**config.mk**
```make
export PLATFORM = sky130hd
export DESIGN_NAME = cp0_exc_ctrl
export DESIGN_NICKNAME = d
export VERILOG_FILES = /design/src/rtl/cp0_pkg.sv /design/src/rtl/cp0_regs.sv /design/src/rtl/cp0_exc_ctrl.sv
export SDC_FILE = /design/constraint.sdc
export NUM_CORES = 1
export LEC_CHECK = 0
export ABC_AREA = 1
export CAP_MARGIN = 15
export CORE_ASPECT_RATIO = 0.5
export CORE_MARGIN = 1
export CORE_UTILIZATION = 43
export CTS_CLUSTER_SIZE = 20
export DETAILED_ROUTE_END_ITERATION = 7
export PLACE_DENSITY_LB_ADDON = 0.12
export REMOVE_ABC_BUFFERS = 1
export SETUP_SLACK_MARGIN = 0.4
export SLEW_MARGIN = 20
export SYNTH_ARGS = -nofsm -noshare
export SYNTH_HDL_FRONTEND = slang
export SYNTH_SLANG_ARGS = --single-unit
```
**constraint.sdc**
```tcl
create_clock -name clk -period 2.4 [get_ports clk]
set_input_delay 0.24 -clock clk [delete_from_list [all_inputs] [get_ports clk]]
set_output_delay 0.24 -clock clk [all_outputs]
set_load 0.02 [all_outputs]
```
**src/rtl/cp0_pkg.sv**
```systemverilog
// Shared CP0 definitions: register indices, exception codes, FSM states and
// the bit positions used inside Status and Cause.
package cp0_pkg;

  localparam logic [4:0] CP0_STATUS = 5'd12;
  localparam logic [4:0] CP0_CAUSE  = 5'd13;
  localparam logic [4:0] CP0_EPC    = 5'd14;

  localparam logic [4:0] EXC_INT = 5'd0;
  localparam logic [4:0] EXC_SYS = 5'd8;
  localparam logic [4:0] EXC_RI  = 5'd10;
  localparam logic [4:0] EXC_OV  = 5'd12;

  localparam int ST_IE      = 0;
  localparam int ST_EXL     = 1;
  localparam int ST_IM_LSB  = 8;
  localparam int CA_EXC_LSB = 2;
  localparam int CA_IP_LSB  = 8;

  typedef enum logic [1:0] {
    IDLE  = 2'd0,
    TRAP  = 2'd1,
    RET   = 2'd2,
    DRAIN = 2'd3
  } cp0_state_e;

endpackage

```
**src/rtl/cp0_regs.sv**
```systemverilog
// Status/Cause/EPC storage with trap, eret and mtc0 update paths and the
// combinational mfc0 read mux.
module cp0_regs
  import cp0_pkg::*;
#(
  parameter int NIRQ = 4
) (
  input  logic            clk,
  input  logic            rst,
  input  logic [NIRQ-1:0] irq,
  input  logic            trap_we,
  input  logic [4:0]      trap_code,
  input  logic [31:0]     trap_pc,
  input  logic            eret_we,
  input  logic            mtc0_we,
  input  logic [4:0]      dreg,
  input  logic [31:0]     wdata,
  output logic [31:0]     rdata,
  output logic            status_ie,
  output logic            status_exl,
  output logic [NIRQ-1:0] status_im,
  output logic [NIRQ-1:0] cause_ip,
  output logic [31:0]     epc
);

  logic [4:0] exc_code;

  always_ff @(posedge clk) begin
    if (rst) begin
      status_ie  <= 1'b0;
      status_exl <= 1'b0;
      status_im  <= '0;
      cause_ip   <= '0;
      exc_code   <= '0;
      epc        <= '0;
    end else begin
      // IP mirrors the request lines; irq is assumed synchronous to clk.
      cause_ip <= irq;
      if (trap_we) begin
        exc_code   <= trap_code;
        status_exl <= 1'b1;
        // A nested trap keeps the EPC of the outermost one.
        if (!status_exl) epc <= trap_pc;
      end else if (eret_we) begin
        status_exl <= 1'b0;
      end else if (mtc0_we) begin
        case (dreg)
          CP0_STATUS: begin
            status_ie  <= wdata[ST_IE];
            status_exl <= wdata[ST_EXL];
            status_im  <= wdata[ST_IM_LSB +: NIRQ];
          end
          CP0_EPC: epc <= wdata;
          default: ;
        endcase
      end
    end
  end

  always_comb begin
    rdata = '0;
    case (dreg)
      CP0_STATUS: begin
        rdata[ST_IE]               = status_ie;
        rdata[ST_EXL]              = status_exl;
        rdata[ST_IM_LSB +: NIRQ]   = status_im;
      end
      CP0_CAUSE: begin
        rdata[CA_EXC_LSB +: 5]     = exc_code;
        rdata[CA_IP_LSB +: NIRQ]   = cause_ip;
      end
      CP0_EPC: rdata = epc;
      default: ;
    endcase
  end

endmodule

```
**src/rtl/cp0_exc_ctrl.sv**
```systemverilog
// CP0 exception/interrupt controller: priority resolution of MEM-stage events,
// flush/redirect sequencing and a fixed drain window after each redirect.
module cp0_exc_ctrl
  import cp0_pkg::*;
#(
  parameter logic [31:0] HANDLER_ADDR = 32'h0000_0008,
  parameter int          DRAIN_CYCLES = 3,
  parameter int          NIRQ         = 4
) (
  input  logic            clk,
  input  logic            rst,
  input  logic            mem_valid,
  input  logic [31:0]     mem_pc,
  input  logic            mem_syscall,
  input  logic            mem_unknown,
  input  logic            mem_overflow,
  input  logic            mem_eret,
  input  logic            mem_cp0_we,
  input  logic [4:0]      mem_cp0_dreg,
  input  logic [31:0]     mem_cp0_wdata,
  input  logic            pipe_stall,
  input  logic [NIRQ-1:0] irq,
  output logic [31:0]     cp0_rdata,
  output logic            exc_kill,
  output logic            flush,
  output logic            redirect_valid,
  output logic [31:0]     redirect_pc,
  output cp0_state_e      dbg_state
);

  // redirect_valid is a one-cycle strobe with no ready: the fetch stage must
  // load redirect_pc in the cycle it is high; flush rides on the same cycle.

  cp0_state_e  state, state_d;
  logic [3:0]  drain_cnt, drain_cnt_d;
  logic        flush_d, redirect_valid_d;
  logic [31:0] redirect_pc_d;

  logic            status_ie, status_exl;
  logic [NIRQ-1:0] status_im, cause_ip;
  logic [31:0]     epc;

  logic       irq_pend, can_take, trap_hit, take_trap, take_eret, mtc0_we;
  logic [4:0] trap_code;

  assign irq_pend  = status_ie & ~status_exl & |(cause_ip & status_im);
  assign can_take  = (state == IDLE) & mem_valid & ~pipe_stall;
  assign trap_hit  = irq_pend | mem_unknown | mem_syscall | mem_overflow;
  assign take_trap = can_take & trap_hit;
  assign take_eret = can_take & ~trap_hit & mem_eret;
  assign exc_kill  = take_trap | take_eret;
  assign mtc0_we   = mem_cp0_we & (state == IDLE) & ~pipe_stall & ~exc_kill;
  assign dbg_state = state;

  always_comb begin
    trap_code = EXC_OV;
    if (irq_pend)         trap_code = EXC_INT;
    else if (mem_unknown) trap_code = EXC_RI;
    else if (mem_syscall) trap_code = EXC_SYS;
  end

  cp0_regs #(.NIRQ(NIRQ)) u_regs (
    .clk        (clk),
    .rst        (rst),
    .irq        (irq),
    .trap_we    (take_trap),
    .trap_code  (trap_code),
    .trap_pc    (mem_pc),
    .eret_we    (take_eret),
    .mtc0_we    (mtc0_we),
    .dreg       (mem_cp0_dreg),
    .wdata      (mem_cp0_wdata),
    .rdata      (cp0_rdata),
    .status_ie  (status_ie),
    .status_exl (status_exl),
    .status_im  (status_im),
    .cause_ip   (cause_ip),
    .epc        (epc)
  );

  always_ff @(posedge clk) begin
    if (rst) begin
      state          <= IDLE;
      drain_cnt      <= '0;
      flush          <= 1'b0;
      redirect_valid <= 1'b0;
      redirect_pc    <= '0;
    end else begin
      state          <= state_d;
      drain_cnt      <= drain_cnt_d;
      flush          <= flush_d;
      redirect_valid <= redirect_valid_d;
      redirect_pc    <= redirect_pc_d;
    end
  end

  always_comb begin
    state_d          = state;
    drain_cnt_d      = drain_cnt;
    flush_d          = 1'b0;
    redirect_valid_d = 1'b0;
    redirect_pc_d    = '0;
    case (state)
      IDLE: begin
        // Pulse is registered here so it is high exactly while in TRAP/RET.
        if (take_trap) begin
          state_d          = TRAP;
          flush_d          = 1'b1;
          redirect_valid_d = 1'b1;
          redirect_pc_d    = HANDLER_ADDR;
        end else if (take_eret) begin
          state_d          = RET;
          flush_d          = 1'b1;
          redirect_valid_d = 1'b1;
          redirect_pc_d    = epc;
        end
      end
      TRAP, RET: begin
        state_d     = DRAIN;
        drain_cnt_d = 4'(DRAIN_CYCLES - 1);
      end
      DRAIN: begin
        if (drain_cnt == 4'd0) state_d = IDLE;
        else                   drain_cnt_d = drain_cnt - 4'd1;
      end
      default: state_d = IDLE;
    endcase
  end

endmodule

```
### Yosys cells after proc, flatten, opt, wreduce, memory -nomap -nowiden

Cells that the tools add are included.

* flip-flop bits (word level): 86
* bits in latches: 0
* RAM bits: 0
* memory bits (read-only): 0
* bits of input ports: 82
* logic and storage cells: 88
* memories: 0

* add/subtract/negate cells: 1
* $mul: 0
* div/mod/pow operators: 0
* order comparisons: 0
* eq/ne operators: 11
* shift operators: 0
* multiplexer cells: 27
* bitwise logic cells: 22
* reductions and logical operators: 16

Operators by type and width (count)
* two-way mux 32 bit: 5
* two-way mux 20 bit: 1
* two-way mux 4 bit: 4
* equality test 5 x 4 -> 1 bit (second input constant): 3
* case mux 4 bit (3 select lines): 1
* bitwise AND 1 bit: 10
* case mux 5 bit (2 select lines): 1
* != test 2 bit (second input constant): 4
* case mux 4 bit (2 select lines): 1
* AND reduction 4 bit: 2
* OR reduction 4 bit: 2
* two-way mux 1 bit: 7
* inverter 1 bit: 7
* two-way mux 2 bit: 3
* two-way mux 3 bit: 2
* case mux 2 bit (3 select lines): 1
* AND reduction 2 bit: 3
* nonzero test 2 bit: 3
* nonzero test 3 bit: 2
* bitwise AND 4 bit: 1
* equality test 2 bit (second input constant): 2
* logical NOT 4 bit: 1
* OR 1 bit: 4
* case mux 2 bit (2 select lines): 1
* 5 further kinds: 6

### Depth between registers and ports, before layout

* depth in word-level cells: 15
* gate-level depth with buffers: 11
* gate-level depth less buffers: 10

### By module

A second synthesis with hierarchy kept.

* cell total of the unflattened synthesis: 637
* area, all modules: 4530.6 um^2

By module, submodules not included
* cp0_regs: instances 1, cells an instance 453, area each 2935.3 um^2, sequential area each 940.9 um^2
* cp0_exc_ctrl: instances 1, cells an instance 184, area each 1595.3 um^2, sequential area each 780.7 um^2

### Least setup slack after synthesis

No wires, ideal clock.

* kind: register to register
* start point: register state[0] (netlist: dbg_state[0])
* end point: register redirect_pc[0]
* setup time: 0.061 ns
* data arrival time: 1.726 ns
* required time: 2.339 ns
* path slack: 0.613 ns
* cell stages (with the launch flop): 10
* buffers on the path: 2
* period minus slack after synthesis: 1.787 ns
* cells stage by stage: dfxtp_1 inv_1 ha_1 nand3_2 nor2_4 nand4_4 or2_1 buf_6 buf_12 nor2_4

* cells in the longest elaborated chain, start to end: 7
* elaborated cells between the ends (all ways): 9
* classes of those cells: 7 x bitwise; 2 x reduce/logical

RTL lines
* from (decl): RTL line cp0_exc_ctrl.sv:34 `cp0_state_e state, state_d;`
* from (signal assigned): RTL line cp0_exc_ctrl.sv:89 `state <= state_d;`
* logical NOT 2 bit *: RTL line cp0_exc_ctrl.sv:47, cp0_exc_ctrl.sv:103
* bitwise AND 1 bit (2 in series): RTL line cp0_exc_ctrl.sv:47 `assign can_take = (state == IDLE) & mem_valid & ~pipe_stall;`
* bitwise AND 1 bit (2 in series): RTL line cp0_exc_ctrl.sv:50 `assign take_eret = can_take & ~trap_hit & mem_eret;`
* inverter 1 bit (no source line)
* OR reduction 4 bit (no source line) *
* to (signal assigned): RTL line cp0_exc_ctrl.sv:93 `redirect_pc <= redirect_pc_d;`
* to (decl): RTL line cp0_exc_ctrl.sv:27 `output logic [31:0] redirect_pc,`

Mark *: on every way between the ends. The rest lies on a longest branch, timed or not.
A chain may end at the register's enable or synchronous reset.

### Worst setup path in the final report

* start point: input port mem_cp0_dreg[3]
* end point: output port cp0_rdata[27]

* cells in the longest elaborated chain, start to end: 2

RTL lines
* from (decl): RTL line cp0_exc_ctrl.sv:19 `input logic [4:0] mem_cp0_dreg,`
* equality test 5 x 4 -> 1 bit: RTL line cp0_regs.sv:62 `case (dreg)`
* two-way mux 20 bit: RTL line cp0_regs.sv:62
* to (decl): RTL line cp0_exc_ctrl.sv:23 `output logic [31:0] cp0_rdata,`

No other way between the ends.

==> metrics.json <==
{
  "synth.cell_area_um2": 4040,
  "number_of_buffers_created_by_cts": 9,
  "yosysMostFrequentCell": "sky130_fd_sc_hd__nand2_1",
  "wp_data_arrival_ns": 1.73,
  "synth_sequential_area_ratio": 0.416,
  "drv_slew": 0,
  "die_width_um": 139,
  "series_of_cell_instances_along_the_critical_path": "clkdlybuf4s50_1 > nand2_1 > nor2_2 > nand2_2 > nor2_4 > inv_6 > buf_8 > nor2_1 > buf_2",
  "global_route.usage.total": 0.220,
  "clkLatencyLatePin_ns": 0.34,
  "ctsHoldBuffers": 0,
  "yosys.cell_types.count": 28,
  "final_net_count": 814,
  "violations": "design-rule violations",
  "maximum_resistive_drop_on_vdd_uv": 428,
  "cts_tree": "done",
  "power.total_mw": 4.17,
  "antenna-diode-count": 0,
  "layout.core_utilization": 0.662,
  "critical_path_buf_inv_count": 4,
  "grt_pass1_vias": 3553,
  "share_clk_of_total_power": 0.353,
  "endpoint_kind": "output pin",
  "critical_path_max_stage_delay_ns": 0.49,
  "power.density_cell_area_nw_per_um2": 706,
  "hold_path.class": "input pin to flop",
  "drive_above_1_share": 0.163,
  "leakagePower_nw": 2.75,
  "top_flip_flop_cell_by_instance_count_after_synthesis": "sky130_fd_sc_hd__dfxtp_1",
  "row_count": 24,
  "cts_num_sinks": 84,
  "synth_top_cell_area_share": 0.416,
  "path_delay_family": "buffers and inverters",
  "placeableCoreArea_um2": 8920,
  "die-area_um2": 9810,
  "power.share.combinational": 0.267,
  "fmax_mhz": 509,
  "timing.setup.critical_path_class": "input pin to output pin",
  "p_switching_mw": 1.28,
  "detail_route.wirelength_mm": 10.3,
  "syn2layout_area_growth_pct": 46.1,
  "ys_top_cells_by_area": "sky130_fd_sc_hd__dfxtp_1, sky130_fd_sc_hd__nand2_1, sky130_fd_sc_hd__nor2_1, sky130_fd_sc_hd__nor2_4, sky130_fd_sc_hd__inv_1",
  "p_seq_frac": 0.380,
  "switching_share": 0.307,
  "drt_first_iter_violations": 152,
  "p_int_mw": 2.89,
  "synthesis.instances": 574,
  "async_reset_ff_frac": 0,
  "viasPerCell": 4.52,
  "worst-path-stages": 9,
  "clk_pin_slew_worst_paths_ns": 0.06,
  "synthDominantAreaCellType": "sky130_fd_sc_hd__dfxtp_1",
  "timing.critical_path.required_ns": 2.16,
  "drt_pass1_iterations": 8,
  "initial_core_util": 0.453,
  "portBuffers": 150,
  "outcome": "complete, but fails checks",
  "route.antenna.remaining_nets": 0,
  "report.final.hold_viol_count": 0,
  "boundaryPins": 151,
  "dpl_worst_slack_ns": -0.199,
  "final_period_minus_worst_setup_slack_ns": 1.97,
  "grt_overflow": 0,
  "grt_first_pass_wirelength_mm": 17.0,
  "routabilityCongestion": 0.853,
  "timing.final.setup_violations": 0,
  "postSynthRegisterBits": 84,
  "cts-root-buf": "sky130_fd_sc_hd__clkbuf_16",
  "number_of_enable_type_register_cells_in_the_synthesized_netlist": 0,
  "clock_skew_after_layout_ns": 0.00600,
  "tightestPinTransition_ns": 0.996,
  "number_of_antenna_violations_at_the_first_check_in_global_routing": 0,
  "remaining_drc_errors": 10,
  "hold-path-cell-count": 3,
  "rsz_0062_raised_after_global_routing": "yes",
  "path_max_fanout": 15,
  "yosys_warnings": 0,
  "post_synth.cell_area_avg_um2": 7.04,
  "critPathSlowestCell": "sky130_fd_sc_hd__clkdlybuf4s50_1",
  "die_h_um": 70.5,
  "critical_path_start_type": "input pin",
  "ctsLongestPathBuffers": 2,
  "grt_start_max_net_pins": 42,
  "clock_tree.htree_level_count": 3,
  "timing.reg2reg.worst_path_depth": 7,
  "maxCapViolations": 0,
  "setup_ws_ns": 0.434,
  "yosys-top-cells-count": "sky130_fd_sc_hd__nand2_1, sky130_fd_sc_hd__nor2_1, sky130_fd_sc_hd__dfxtp_1",
  "route.vias.total": 3832,
  "slew-limit-headroom": 0.336,
  "timing.final.crit_share": 0.819,
  "route.detailed.wl_per_inst_um": 12.2,
  "hpwlAfterDp_mm": 7.08
}
==> flip-flops by register name, summed over array words and instances (netlist names) <==
signal and flops:
u_regs.status_exl 1, drain_cnt 4, u_regs.status_ie 1, redirect_pc 32, redirect_valid 1, u_regs.exc_code 3, u_regs.status_im 4, u_regs.cause_ip 4
dbg_state 2, u_regs.epc 32
==> cells in the final DEF, fill, tap and decap left out, types with 2 or more instances in the layout <==
master                              n
sky130_fd_sc_hd__inv_2              3
sky130_fd_sc_hd__o21ai_0            7
sky130_fd_sc_hd__nand2_2            2
sky130_fd_sc_hd__nor2_4            32
sky130_fd_sc_hd__clkbuf_16          9
sky130_fd_sc_hd__o221ai_1           3
sky130_fd_sc_hd__buf_12             2
sky130_fd_sc_hd__clkinv_4           2
sky130_fd_sc_hd__buf_2             18
sky130_fd_sc_hd__buf_8              2
sky130_fd_sc_hd__ha_1               4
sky130_fd_sc_hd__clkbuf_2           5
sky130_fd_sc_hd__nand3_4            2
sky130_fd_sc_hd__inv_1             55
sky130_fd_sc_hd__clkdlybuf4s50_1  117
sky130_fd_sc_hd__a21oi_1            9
sky130_fd_sc_hd__dfxtp_1           84
sky130_fd_sc_hd__nand3_1            7
sky130_fd_sc_hd__nand4_1            3
sky130_fd_sc_hd__nor2_1           114
sky130_fd_sc_hd__nor2_2             4
sky130_fd_sc_hd__nand2_1          204
sky130_fd_sc_hd__buf_4             23
sky130_fd_sc_hd__bufinv_16          2
sky130_fd_sc_hd__nand3_2            2
==> kinds of logic (layout without fill, tap and decap cells) <==
logic type / Yosys count / count (layout) / synth area share
simple gates: 375 / 375 / 0.426
compound gates: 24 / 24 / 0.0369
flops: 84 / 84 / 0.416
fa+ha+maj: 5 / 5 / 0.0155
buf+inv: 86 / 243 / 0.105
==> path summary, 6_finish.rpt <==
| kind | from | endpoint | slack, ns |
|---|---|---|---|
| max | mem_cp0_dreg[3] | cp0_rdata[27] | 0.43 |
| min | irq[0] | u_regs.cause_ip[0] | 0.42 |
| max reg2reg | dbg_state[1] | redirect_pc[10] | 0.51 |
| min reg2reg | drain_cnt[2] | drain_cnt[2] | 0.45 |
==> metrics by stage <==
stage | hold WS (ns) | setup TNS [ns] | cells | cell area (um2)
final | 0.417 | 0 | 848 | 5900
after global routing | 0.436 | 0 | 848 | 5900
after CTS | 0.411 | 0 | 841 | 5890
after detailed placement | 0.433 | -3.81 | 826 | 5600
after global placement | 0.428 | -1.52 | 826 | 5600
after floorplan | 0.309 | -20.26 | 548 | 3840
==> per-layer routing <==
| metal | GRT usage | wire length [um] | up-vias |
|---|---|---|---|
| met5 | 0 | 0 | - |
| met4 | 0.0741 | 143 | 0 |
| li1 | - | - | 2012 |
| met2 | 0.385 | 4900 | 103 |
| met3 | 0.0494 | 549 | 14 |
| met1 | 0.273 | 4750 | 1703 |
==> power groups by stage <==
stage	combinational (mW)	clock [mW]	sequential, mW
5_1_grt	1.27	1.56	1.60
3_5_place_dp	1.06	0	1.61
2_1_floorplan	0.660	0	1.62
4_1_cts	1.09	1.50	1.58
6_report	1.11	1.47	1.58
3_3_place_gp	1.04	0	1.61
==> cell type report <==
| type | count | area (um2) |
|---|---|---|
| Timing Repair Buffer | 168 | 1540 |
| Multi-Input combinational cell | 404 | 1980 |
| Inverter | 60 | 233 |
| Sequential cell | 84 | 1680 |
| Fill cell | 806 | 3020 |
| Clock inverter | 6 | 90.1 |
| Tap cell | 117 | 146 |
| Clock buffer | 9 | 225 |
==> worst min-delay path: stages <==
cell and delay (ns):
sky130_fd_sc_hd__clkdlybuf4s50_1 0.39, sky130_fd_sc_hd__inv_1 0.05, sky130_fd_sc_hd__nor2_1 0.03
==> what timing repair did <==
action | 4_1_cts | 5_1_grt
gates resized for setup | 119 | 51
endpoints found under the setup margin | 66 | 73
cloned | 0 | 0
pin swaps | 0 | 4
setup buffers | 0 | 7
Note: power is estimated with default switching activity, not from simulation.
